File: config.mk
export PLATFORM = sky130hd
export DESIGN_NAME = mod_exp_engine
export DESIGN_NICKNAME = d
export VERILOG_FILES = /design/src/rtl/mod_exp_engine.sv
export SDC_FILE = /design/constraint.sdc
export NUM_CORES = 1
export LEC_CHECK = 0
export CORE_MARGIN = 2
export CORE_UTILIZATION = 30
export CTS_CLUSTER_SIZE = 20
export DETAILED_ROUTE_END_ITERATION = 16
export PLACE_DENSITY = 0.54
export SKIP_CTS_REPAIR_TIMING = 1
export SYNTH_ARGS = -nofsm -noshare
export SYNTH_HDL_FRONTEND = slang
export SYNTH_SLANG_ARGS = --single-unit
File: constraint.sdc
create_clock -name clk_in -period 7.5 [get_ports clk_in]
set_clock_uncertainty 0.2 [all_clocks]
set_input_delay 1.125 -clock clk_in [delete_from_list [all_inputs] [get_ports clk_in]]
set_output_delay 1.125 -clock clk_in [all_outputs]
set_load 0.03 [all_outputs]
File: src/rtl/mod_exp_engine.sv
// -----------------------------------------------------------------------------
// mod_exp_engine
//   Computes value_in ^ exponent_in mod modulus_in with a right-to-left
//   square-and-multiply loop built around one shared bit-serial interleaved
//   modular multiplier.
//
// Ports
//   clk_in       clock
//   rst_in       synchronous active-high reset
//   ready_in     start request, sampled only while busy_out=0
//   abort_in     cancel the running operation (ignored while idle)
//   value_in     base, any value (reduced internally)
//   modulus_in   modulus m
//   exponent_in  exponent e
//   value_out    result (< m), held until the next completion
//   busy_out     operation in progress
//   valid_out    one-cycle completion pulse
//   error_out    qualifies valid_out: modulus was zero
//   state_out    current FSM state (debug)
//
// Handshake: a request is accepted on the rising edge where ready_in=1 and
// busy_out=0; operands are latched on that edge. busy_out stays high until
// the edge that raises valid_out for exactly one cycle, so a new request can
// be presented in the same cycle valid_out is high.
// -----------------------------------------------------------------------------
module mod_exp_engine #(
    parameter int WIDTH     = 16,
    parameter int EXP_WIDTH = 16
) (
    input  logic                 clk_in,
    input  logic                 rst_in,
    input  logic                 ready_in,
    input  logic                 abort_in,
    input  logic [WIDTH-1:0]     value_in,
    input  logic [WIDTH-1:0]     modulus_in,
    input  logic [EXP_WIDTH-1:0] exponent_in,
    output logic [WIDTH-1:0]     value_out,
    output logic                 busy_out,
    output logic                 valid_out,
    output logic                 error_out,
    output logic [2:0]           state_out
);

    localparam logic [2:0] S_IDLE   = 3'd0;
    localparam logic [2:0] S_REDUCE = 3'd1;
    localparam logic [2:0] S_CHECK  = 3'd2;
    localparam logic [2:0] S_MUL_R  = 3'd3;
    localparam logic [2:0] S_SQR    = 3'd4;
    localparam logic [2:0] S_DONE   = 3'd5;

    localparam int              CW       = $clog2(WIDTH + 1);
    localparam logic [CW-1:0]   CNT_LAST = CW'(WIDTH);

    logic [2:0]           state;
    logic [WIDTH-1:0]     mod_q;
    logic [WIDTH-1:0]     one_q;
    logic [WIDTH-1:0]     r_q;
    logic [WIDTH-1:0]     b_q;
    logic [WIDTH-1:0]     v_q;
    logic [EXP_WIDTH-1:0] e_q;
    logic                 err_q;

    // Multiplier datapath: cnt==0 is the load cycle, cnt=1..WIDTH are steps.
    logic [CW-1:0]        cnt;
    logic [WIDTH-1:0]     acc;
    logic [WIDTH-1:0]     mul_a;
    logic [WIDTH-1:0]     mul_b;   // shifted left each step; MSB is current bit

    logic [WIDTH+1:0]     mod_ext;
    logic [WIDTH+1:0]     dbl;
    logic [WIDTH+1:0]     dbl_red;
    logic [WIDTH+1:0]     sum;
    logic [WIDTH-1:0]     acc_next;
    logic                 mul_state;
    logic                 mul_last;

    // One interleaved step: acc stays < m, so 2*acc < 2m and
    // (2*acc mod m) + a < 2m; both fit in WIDTH+2 bits for any m.
    always_comb begin
        mod_ext  = {2'b00, mod_q};
        dbl      = {1'b0, acc, 1'b0};
        dbl_red  = (dbl >= mod_ext) ? (dbl - mod_ext) : dbl;
        sum      = mul_b[WIDTH-1] ? (dbl_red + {2'b00, mul_a}) : dbl_red;
        acc_next = (sum >= mod_ext) ? WIDTH'(sum - mod_ext) : WIDTH'(sum);
    end

    assign mul_state = (state == S_REDUCE) || (state == S_MUL_R) || (state == S_SQR);
    assign mul_last  = (cnt == CNT_LAST);
    assign state_out = state;

    always_ff @(posedge clk_in) begin
        if (rst_in) begin
            state     <= S_IDLE;
            mod_q     <= '0;
            one_q     <= '0;
            r_q       <= '0;
            b_q       <= '0;
            v_q       <= '0;
            e_q       <= '0;
            err_q     <= 1'b0;
            cnt       <= '0;
            acc       <= '0;
            mul_a     <= '0;
            mul_b     <= '0;
            value_out <= '0;
            busy_out  <= 1'b0;
            valid_out <= 1'b0;
            error_out <= 1'b0;
        end else begin
            valid_out <= 1'b0;
            error_out <= 1'b0;
            if (busy_out && abort_in) begin
                // Abort wins over everything, including a pending DONE.
                state    <= S_IDLE;
                busy_out <= 1'b0;
                cnt      <= '0;
            end else begin
                case (state)
                    S_IDLE: begin
                        if (ready_in) begin
                            mod_q    <= modulus_in;
                            v_q      <= value_in;
                            e_q      <= exponent_in;
                            one_q    <= (modulus_in == WIDTH'(1)) ? '0 : WIDTH'(1);
                            r_q      <= (modulus_in == WIDTH'(1)) ? '0 : WIDTH'(1);
                            busy_out <= 1'b1;
                            cnt      <= '0;
                            // Zero modulus takes one CHECK cycle on the way
                            // to DONE so its latency is a fixed 2 cycles.
                            err_q    <= (modulus_in == '0);
                            state    <= (modulus_in == '0) ? S_CHECK : S_REDUCE;
                        end
                    end
                    S_CHECK: begin
                        if (err_q || (e_q == '0)) begin
                            state <= S_DONE;
                        end else if (e_q[0]) begin
                            state <= S_MUL_R;
                        end else begin
                            state <= S_SQR;
                        end
                    end
                    S_DONE: begin
                        value_out <= err_q ? '0 : r_q;
                        error_out <= err_q;
                        valid_out <= 1'b1;
                        busy_out  <= 1'b0;
                        state     <= S_IDLE;
                    end
                    default: begin
                        if (mul_state) begin
                            if (cnt == '0) begin
                                acc <= '0;
                                cnt <= CW'(1);
                                case (state)
                                    S_REDUCE: begin
                                        mul_a <= one_q;
                                        mul_b <= v_q;
                                    end
                                    S_MUL_R: begin
                                        mul_a <= r_q;
                                        mul_b <= b_q;
                                    end
                                    default: begin
                                        mul_a <= b_q;
                                        mul_b <= b_q;
                                    end
                                endcase
                            end else begin
                                acc   <= acc_next;
                                mul_b <= {mul_b[WIDTH-2:0], 1'b0};
                                cnt   <= cnt + CW'(1);
                                if (mul_last) begin
                                    cnt <= '0;
                                    case (state)
                                        S_REDUCE: begin
                                            b_q   <= acc_next;
                                            state <= S_CHECK;
                                        end
                                        S_MUL_R: begin
                                            r_q   <= acc_next;
                                            // Last exponent bit: skip the
                                            // useless final squaring.
                                            state <= ((e_q >> 1) == '0) ? S_DONE : S_SQR;
                                        end
                                        default: begin
                                            b_q   <= acc_next;
                                            e_q   <= e_q >> 1;
                                            state <= S_CHECK;
                                        end
                                    endcase
                                end
                            end
                        end else begin
                            state <= S_IDLE;
                        end
                    end
                endcase
            end
        end
    end

endmodule

## Word-level counts from Yosys, hierarchy flattened

Index checks and enable logic that the tools add are counted.

- Output and inout bits: 22
- Bits in registers: 172
- Word-level logic and storage cells: 107
- Input bits: 52

- Eq/ne operators: 12
- Add/subtract/negate cells: 4
- Reductions and logical operators: 28
- Bitwise operators: 6
- Order comparisons: 2
- Mux-type cells: 39

Operators by type and width:

| cell | number |
|---|---|
| 16-bit two-way mux | 15 |
| 16-bit one-hot mux with 2 select lines | 3 |
| 16-bit zero test | 3 |
| 18-bit two-way mux | 2 |
| 3-bit two-way mux | 7 |
| 5-bit two-way mux | 4 |
| 18-bit by 16-bit adder with 18-bit output | 1 |
| 18-bit by 16-bit greater-or-equal comparator with 1-bit output | 1 |
| 17-bit by 16-bit subtractor with 18-bit output | 1 |
| 17-bit by 16-bit greater-or-equal comparator with 1-bit output | 1 |
| 16-bit by 1-bit equality test with 1-bit output, second input constant | 1 |
| 16-bit subtractor | 1 |
| 7-bit AND reduction | 2 |
| 3-bit AND reduction | 4 |
| 5-bit one-hot mux with 2 select lines | 1 |
| 3-bit one-hot mux with 3 select lines | 1 |
| 2-bit nonzero test | 4 |
| 3-bit by 2-bit equality test with 1-bit output, second input constant | 2 |
| 3-bit equality test, second input constant | 2 |
| 1-bit inverter | 6 |
| 6-bit AND reduction | 1 |
| 2-bit OR reduction | 3 |
| 3-bit OR reduction | 2 |
| 5-bit by 1-bit adder with 5-bit output, second input constant | 1 |
| 15 further kinds | 22 |

## Logic depth before layout (Yosys ltp)

- Depth after elaboration: 11
- Depth in mapped cells: 32
- Gate-level depth less buffers: 28

## Worst setup path after synthesis

OpenSTA, ideal clock, no wires.

- Path kind: register -> register
- Start: register mod_q[0]
- End: register b_q[10]
- Setup time: 134 ps
- Path slack: 915 ps
- Stages on the path, launching flop included: 31
- Arrival time: 6,251 ps
- Buffers on the path: 3
- Required time: 7,166 ps
- Period minus slack after synthesis: 6,585 ps
- Cell sequence: dfxtp_1 inv_1 fa_1 a21o_1 a221oi_1 a21oi_1 nand4_1 and4b_1 buf_2 mux2_2 ha_1 a21oi_2 o2111ai_2 a21o_1 a21o_1 a21o_1 a21oi_1 xnor2_1 mux2_2 ha_1 a21o_1 a21oi_1 a21boi_1 o21a_1 o31ai_1 a31oi_1 a211o_1 buf_6 buf_12 mux2i_2 a211oi_1

- Longest elaborated chain between the ends: 6
- Elaborated cells on any way between the ends: 8
- Those cells by class: add/sub (3); order compare (2); mux (3)

RTL lines:

| what | RTL line | RTL |
|---|---|---|
| start: declaration | 55 | `logic [WIDTH-1:0] mod_q;` |
| start signal: assignment | 121 | `mod_q <= modulus_in;` |
| 17-bit by 16-bit subtractor with 18-bit output or 17-bit by 16-bit greater-or-equal comparator with 1-bit output (tied branches) | 82 | `dbl_red = (dbl >= mod_ext) ? (dbl - mod_ext) : dbl;` |
| 18-bit two-way mux | 82 |  |
| 18-bit by 16-bit adder with 18-bit output | 83 | `sum = mul_b[WIDTH-1] ? (dbl_red + {2'b00, mul_a}) : dbl_red;` |
| 18-bit two-way mux | 83 |  |
| 16-bit subtractor or 18-bit by 16-bit greater-or-equal comparator with 1-bit output (tied branches) | 84 | `acc_next = (sum >= mod_ext) ? WIDTH'(sum - mod_ext) : WIDTH'(sum);` |
| 16-bit two-way mux * | 84 |  |
| end signal: assignment | 177 | `b_q <= acc_next;` |
| end signal: assignment | 187 | `b_q <= acc_next;` |
| end: declaration | 58 | `logic [WIDTH-1:0] b_q;` |

Every way passes the cells marked *; elsewhere a longest branch is shown, timed or not.
A chain may end at the register's enable or synchronous reset.

## Worst setup path in the final report

- Start: register mod_q[0]
- End: register b_q[5]

Same word-level chain as after synthesis.

==> summary.txt <==
Route
  • DR WL/cell: 17.3 um
  • Pre-antenna DRT Iters: 5
  • DRT iter0 DRCs: 512
  • Vias per cell: 5.20
  • Total number of vias: 8293
  • DR DRC count: 0
  • Routed Antenna Nets: 0
  • WL final: 27.6 mm

Final layout
  • Final Cell Area: 0.0108 sq mm
  • Layout cells sized above 1: 7.97%
  • Synth-to-layout area growth: 18.9%
  • N_diodes: 0
  • Nets: 1297
  • Fillers: 3154

Floorplan
  • Total core area: 0.0298 sq mm
  • Die height: 178 um
  • Initial Util: 30.6%
  • Die width: 178 um
  • Area enclosed by the die boundary: 0.0318 sq mm
  • Std-Cell Rows: 63
  • Ports: 74

Clock network
  • Clock Tree Buf Depth: 2
  • CTS Buf Count: 17
  • Worst-path clk slew: 70 ps
  • CTS tree: built
  • Clock latency on the worst-skew pair: 440 ps
  • H-tree depth: 4
  • Root buffer cell: clkbuf_16
  • Clock sink count: 157

Critical path
  • Crit Path Category: flip-flop to flip-flop
  • Max stage delay on crit path: 480 ps
  • CP max-delay cell: fa_1
  • CP required: 7570 ps
  • Worst setup EP type: flip-flop
  • Crit path max fanout: 11
  • Critical R2R Launch: mod_q[0]
  • Critical path origin: mod_q[0]
  • CP arrival: 7180 ps
  • Startpoint types: flip-flop
  • Most used cell, CP: a21o_1

Timing
  • Tcrit/Tclk final: 94.8%
  • Final Max Slew Viols: 0
  • Worst Tran Pin Value: 1130 ps
  • Fmax: 141 MHz
  • Min Clock Period, post-route: 7110 ps
  • Hold Vio Cnt, Final: 0
  • Worst slew margin: 24.6%
  • Min Hold Slack: 254 ps
  • Final setup vio count: 0
  • Final worst slack: 393 ps

Synthesis
  • Prevailing post-synth register cell: dfxtp_1
  • Unique masters post-synth: 63
  • Yosys warns: 0
  • Most common cell in the netlist: nand2_1
  • Synthesized cell area: 0.00911 sq mm
  • Top cell type's share of synthesized area: 34.5%
  • Syn nets: 1258
  • FFs w/ async S/R, synth: 0%
  • Post-synth top area cell: dfxtp_1
  • Mean Syn Cell Area: 7.91 sq um
  • Flops & latches, synth: 157
  • Sequential area share after synthesis: 34.5%
  • Top post-synthesis cells by area: dfxtp_1 (34%), nand2_1 (6.9%), ha_1 (6.9%)
  • EDFF count, synth: 0
  • Synth top cells by count: nand2_1 (168), dfxtp_1 (157), nor2_1 (151)
  • Gate count of the mapped netlist: 1153

Place
  • Routability cong.: 0.913
  • PortBufs: 73
  • Final HPWL DP: 20.4 mm
  • Place WS: 208 ps
  • Area after DPL: 0.0102 sq mm

Flow run
  • MaxCap Viol Count: 0

GRT
  • Initial antenna violation count: 0
  • Largest net degree at the start of global routing: 76
  • Number of global-route vias before repair: 7957
  • Gr usage total: 17.8%
  • Congestion Overflow GR: 0
  • Met1 usage: 24.0%
  • M3 GR Usage: 3.05%
  • First-pass GRT wire length: 43.7 mm
  • Global Route met2 Usage: 28.7%
  • Busiest grt layer: met2

Worst hold path
  • Hold/Removal Path Class: flip-flop to flip-flop
  • Hold Crit Start: one_q[0]

Outcome
  • Outcome: finished clean
-- worst max-delay path, delay by kind of cell (launching register included) --
family | cells | cell delay (ps)
AND/OR/NAND/NOR | 2 | 440
XOR/XNOR | 1 | 80
flip-flops | 1 | 380
buffers and inverters | 2 | 290
multiplexers | 3 | 940
adder cells (fa/ha/maj) | 3 | 1130
AO/OA/AOI/OAI | 17 | 3470
-- stage by stage --
stage	util [%]	TNS [ps]	std cells
3_5_place_dp	34.2	0	1563
4_1_cts	36.2	0	1594
2_1_floorplan	-	0	1153
3_3_place_gp	34.2	0	1563
5_1_grt	36.4	-15.2	1594
6_report	36.4	0	1594
-- placed cells by master (no fill, tap or decap), types with 13 or more instances in the layout --
cell	synthesis	final
o21a_1	13	13
xor2_1	15	15
nand3_1	29	29
a311oi_1	31	31
clkdlybuf4s50_1	0	72
ha_1	50	50
o21ai_0	42	42
o21ai_1	26	26
mux2_2	14	14
nor2_1	151	150
dfxtp_1	157	157
nor3b_1	19	18
clkbuf_16	0	17
inv_1	31	31
xnor2_1	23	23
a211oi_1	33	32
mux2i_1	26	25
buf_4	0	16
nand2_1	168	168
a21o_1	13	13
a21oi_1	106	105
-- registers in the layout (all words and copies together), names as in the netlist --
name and cells:
v_q 16, valid_out 1, cnt 5, busy_out 1, state_out 3, one_q 1
r_q 16, mod_q 16, err_q 1, mul_a 16, value_out 16, b_q 16
acc 16, e_q 16, error_out 1, mul_b 16
-- cell type report --
class	instances	area, sq um	share of cell area, %
Multi-Input combinational cell	896	5640	52.1
Inverter	31	116	1.07
Tap cell	390	488	4.50
Clock buffer	17	425	3.92
Sequential cell	157	3140	29.0
Timing Repair Buffer	89	861	7.94
Clock inverter	14	164	1.51
-- routing by layer --
layer  part of all wire (%)  wire (um)
met5                      0          0
met4                    2.8        771
met3                    4.7       1290
met2                     45      12300
met1                     48      13200
-- kinds of logic after synthesis --
logic type | synth area share (%)
xor gates and xnor gates | 3.65
AOI/OAI and AO/OA | 22.7
and+or+nand+nor | 21.1
DFF | 34.5
muxes | 6.09
buffers and inverters | 4.43
adders and majority gates | 7.52
-- worst paths after layout --
check | end | slack, ps | cells past startpoint
max | b_q[5] | 390 | 28
max reg2reg | b_q[5] | 390 | 28
min reg2reg | one_q[0] | 250 | 2
min | one_q[0] | 250 | 2
Power is left out: the tool's default activity adds up to more than one toggle a clock period on the data nets, which glitch-free logic cannot reach.
==> RTL change (same settings) <==
`WIDTH`: 16 -> 8.
--- a/src/rtl/mod_exp_engine.sv
+++ b/src/rtl/mod_exp_engine.sv
@@ -25,5 +25,5 @@
 // -----------------------------------------------------------------------------
 module mod_exp_engine #(
-    parameter int WIDTH     = 16,
+    parameter int WIDTH     = 8,
     parameter int EXP_WIDTH = 16
 ) (
Interface: changed (resized modulus_in, value_in and value_out); port bits go from 74 to 50. The function was not compared with the original's and may differ.
==> RTL change against the unedited design <==
  * Sequential cell count decreased by 65
  * Area after synthesis decreased by 42%
  * Non-clock buffer count decreased by 34
  * Setup slack improved by 1100 ps
  * Sequential share of layout area increased by 0.32 points
  * Final area decreased by 42%
  * Largest cell class unchanged
  * Routed wire length decreased by 48%
==> RTL change: results (changes against the unedited design) <==
======================================================================================
Result of the run                                                         complete, no violations   unchanged
Number of DRC markers after the initial detailed-route iteration                   261   was 512
Seq/Total Area, Yosys                                                            0.349   was 0.345
Setup ws final                                                                 1520 ps   was 393 ps
Least-Margin Pin Slew                                                          1230 ps   was 1130 ps
Synth Area in XOR/XNOR                                                          0.0232   was 0.0365
Amount of wire on met2 after detailed routing                                  7060 um   was 12300 um
CTS H-Tree Depth                                                                     3   was 4
Combined global-route utilization of all metal layers                            0.160   was 0.178
Synthesized-area fraction occupied by ao, oa, aoi and oai cells                  0.233   was 0.227
Number of nets at the end of the flow                                              751   was 1297
Number of cells in the design after placement                                      899   was 1563
Proportion of layout cells with a drive suffix above 1                          0.0696   was 0.0797
End point of the most critical hold path                                      mod_q[6]   was one_q[0]
Routed met1 length                                                             6560 um   was 13200 um
Leading post-synthesis cells by cell area                                 dfxtp_1, ha_1, nor2_1   was dfxtp_1, nand2_1, ha_1
Largest net degree at the start of global routing                                   69   was 76
Half-perimeter wire length after detailed placement                           10900 um   was 20400 um
Number of inserted filler cells in the final layout                               1753   was 3154
Worst reg2reg path endpoint                                                     r_q[7]   was b_q[5]
Routed via count divided by cell count                                            5.18   was 5.20
Grt met2 use                                                                     0.268   was 0.287
Weighted congestion reported at the end of routability-driven placement          0.926   was 0.913
Via count of the first global-routing pass                                        4563   was 7957
Vias                                                                              4743   was 8293
Pre-CTS worst setup slack                                                      1620 ps   was 208 ps
Beginning of the critical path                                                  acc[0]   was mod_q[0]
Placed cell areas                                                            5970 um^2   was 10200 um^2
Routing usage on met3                                                           0.0181   was 0.0305
Synth cell types                                                                    60   was 63
Grt met1 use                                                                     0.207   was 0.240
Total of buffers placed on input and output ports                                   49   was 73
Clock Latency Late Sink                                                         340 ps   was 440 ps
Synthesized net count                                                              720   was 1258
Number of cells on the worst reg-to-reg path                                        21   was 28
Synth cell count leaders                                                  dfxtp_1, nor2_1, nand2_1   was nand2_1, dfxtp_1, nor2_1
======================================================================================
==> RTL change: worst max-delay path, stage by stage (launching register included) <==
cell and delay [ps]:
dfxtp_1 370, inv_1 80, fa_1 420, nand2b_1 200
a211oi_1 380, nor4b_1 110, buf_4 190, nor2_1 140
ha_1 230, inv_1 70, fa_1 400, xnor2_1 140
mux2_2 300, ha_1 350, nor2b_1 170, o31a_1 250
o21ai_0 180, nor3b_1 340, nor2_1 130, o31ai_4 560
mux2i_1 490, o21ai_0 140
==> RTL change: final cells by class <==
type                    instances  area [um^2]  share of cell area
clock buffers                  10          229              0.0364
clock inverters                 6         87.6              0.0139
inverters                      24         90.1              0.0143
multi-input cells             503         3220               0.513
flip-flops and latches         92         1840               0.293
well taps                     225          282              0.0448
repair buffers                 55          531              0.0844
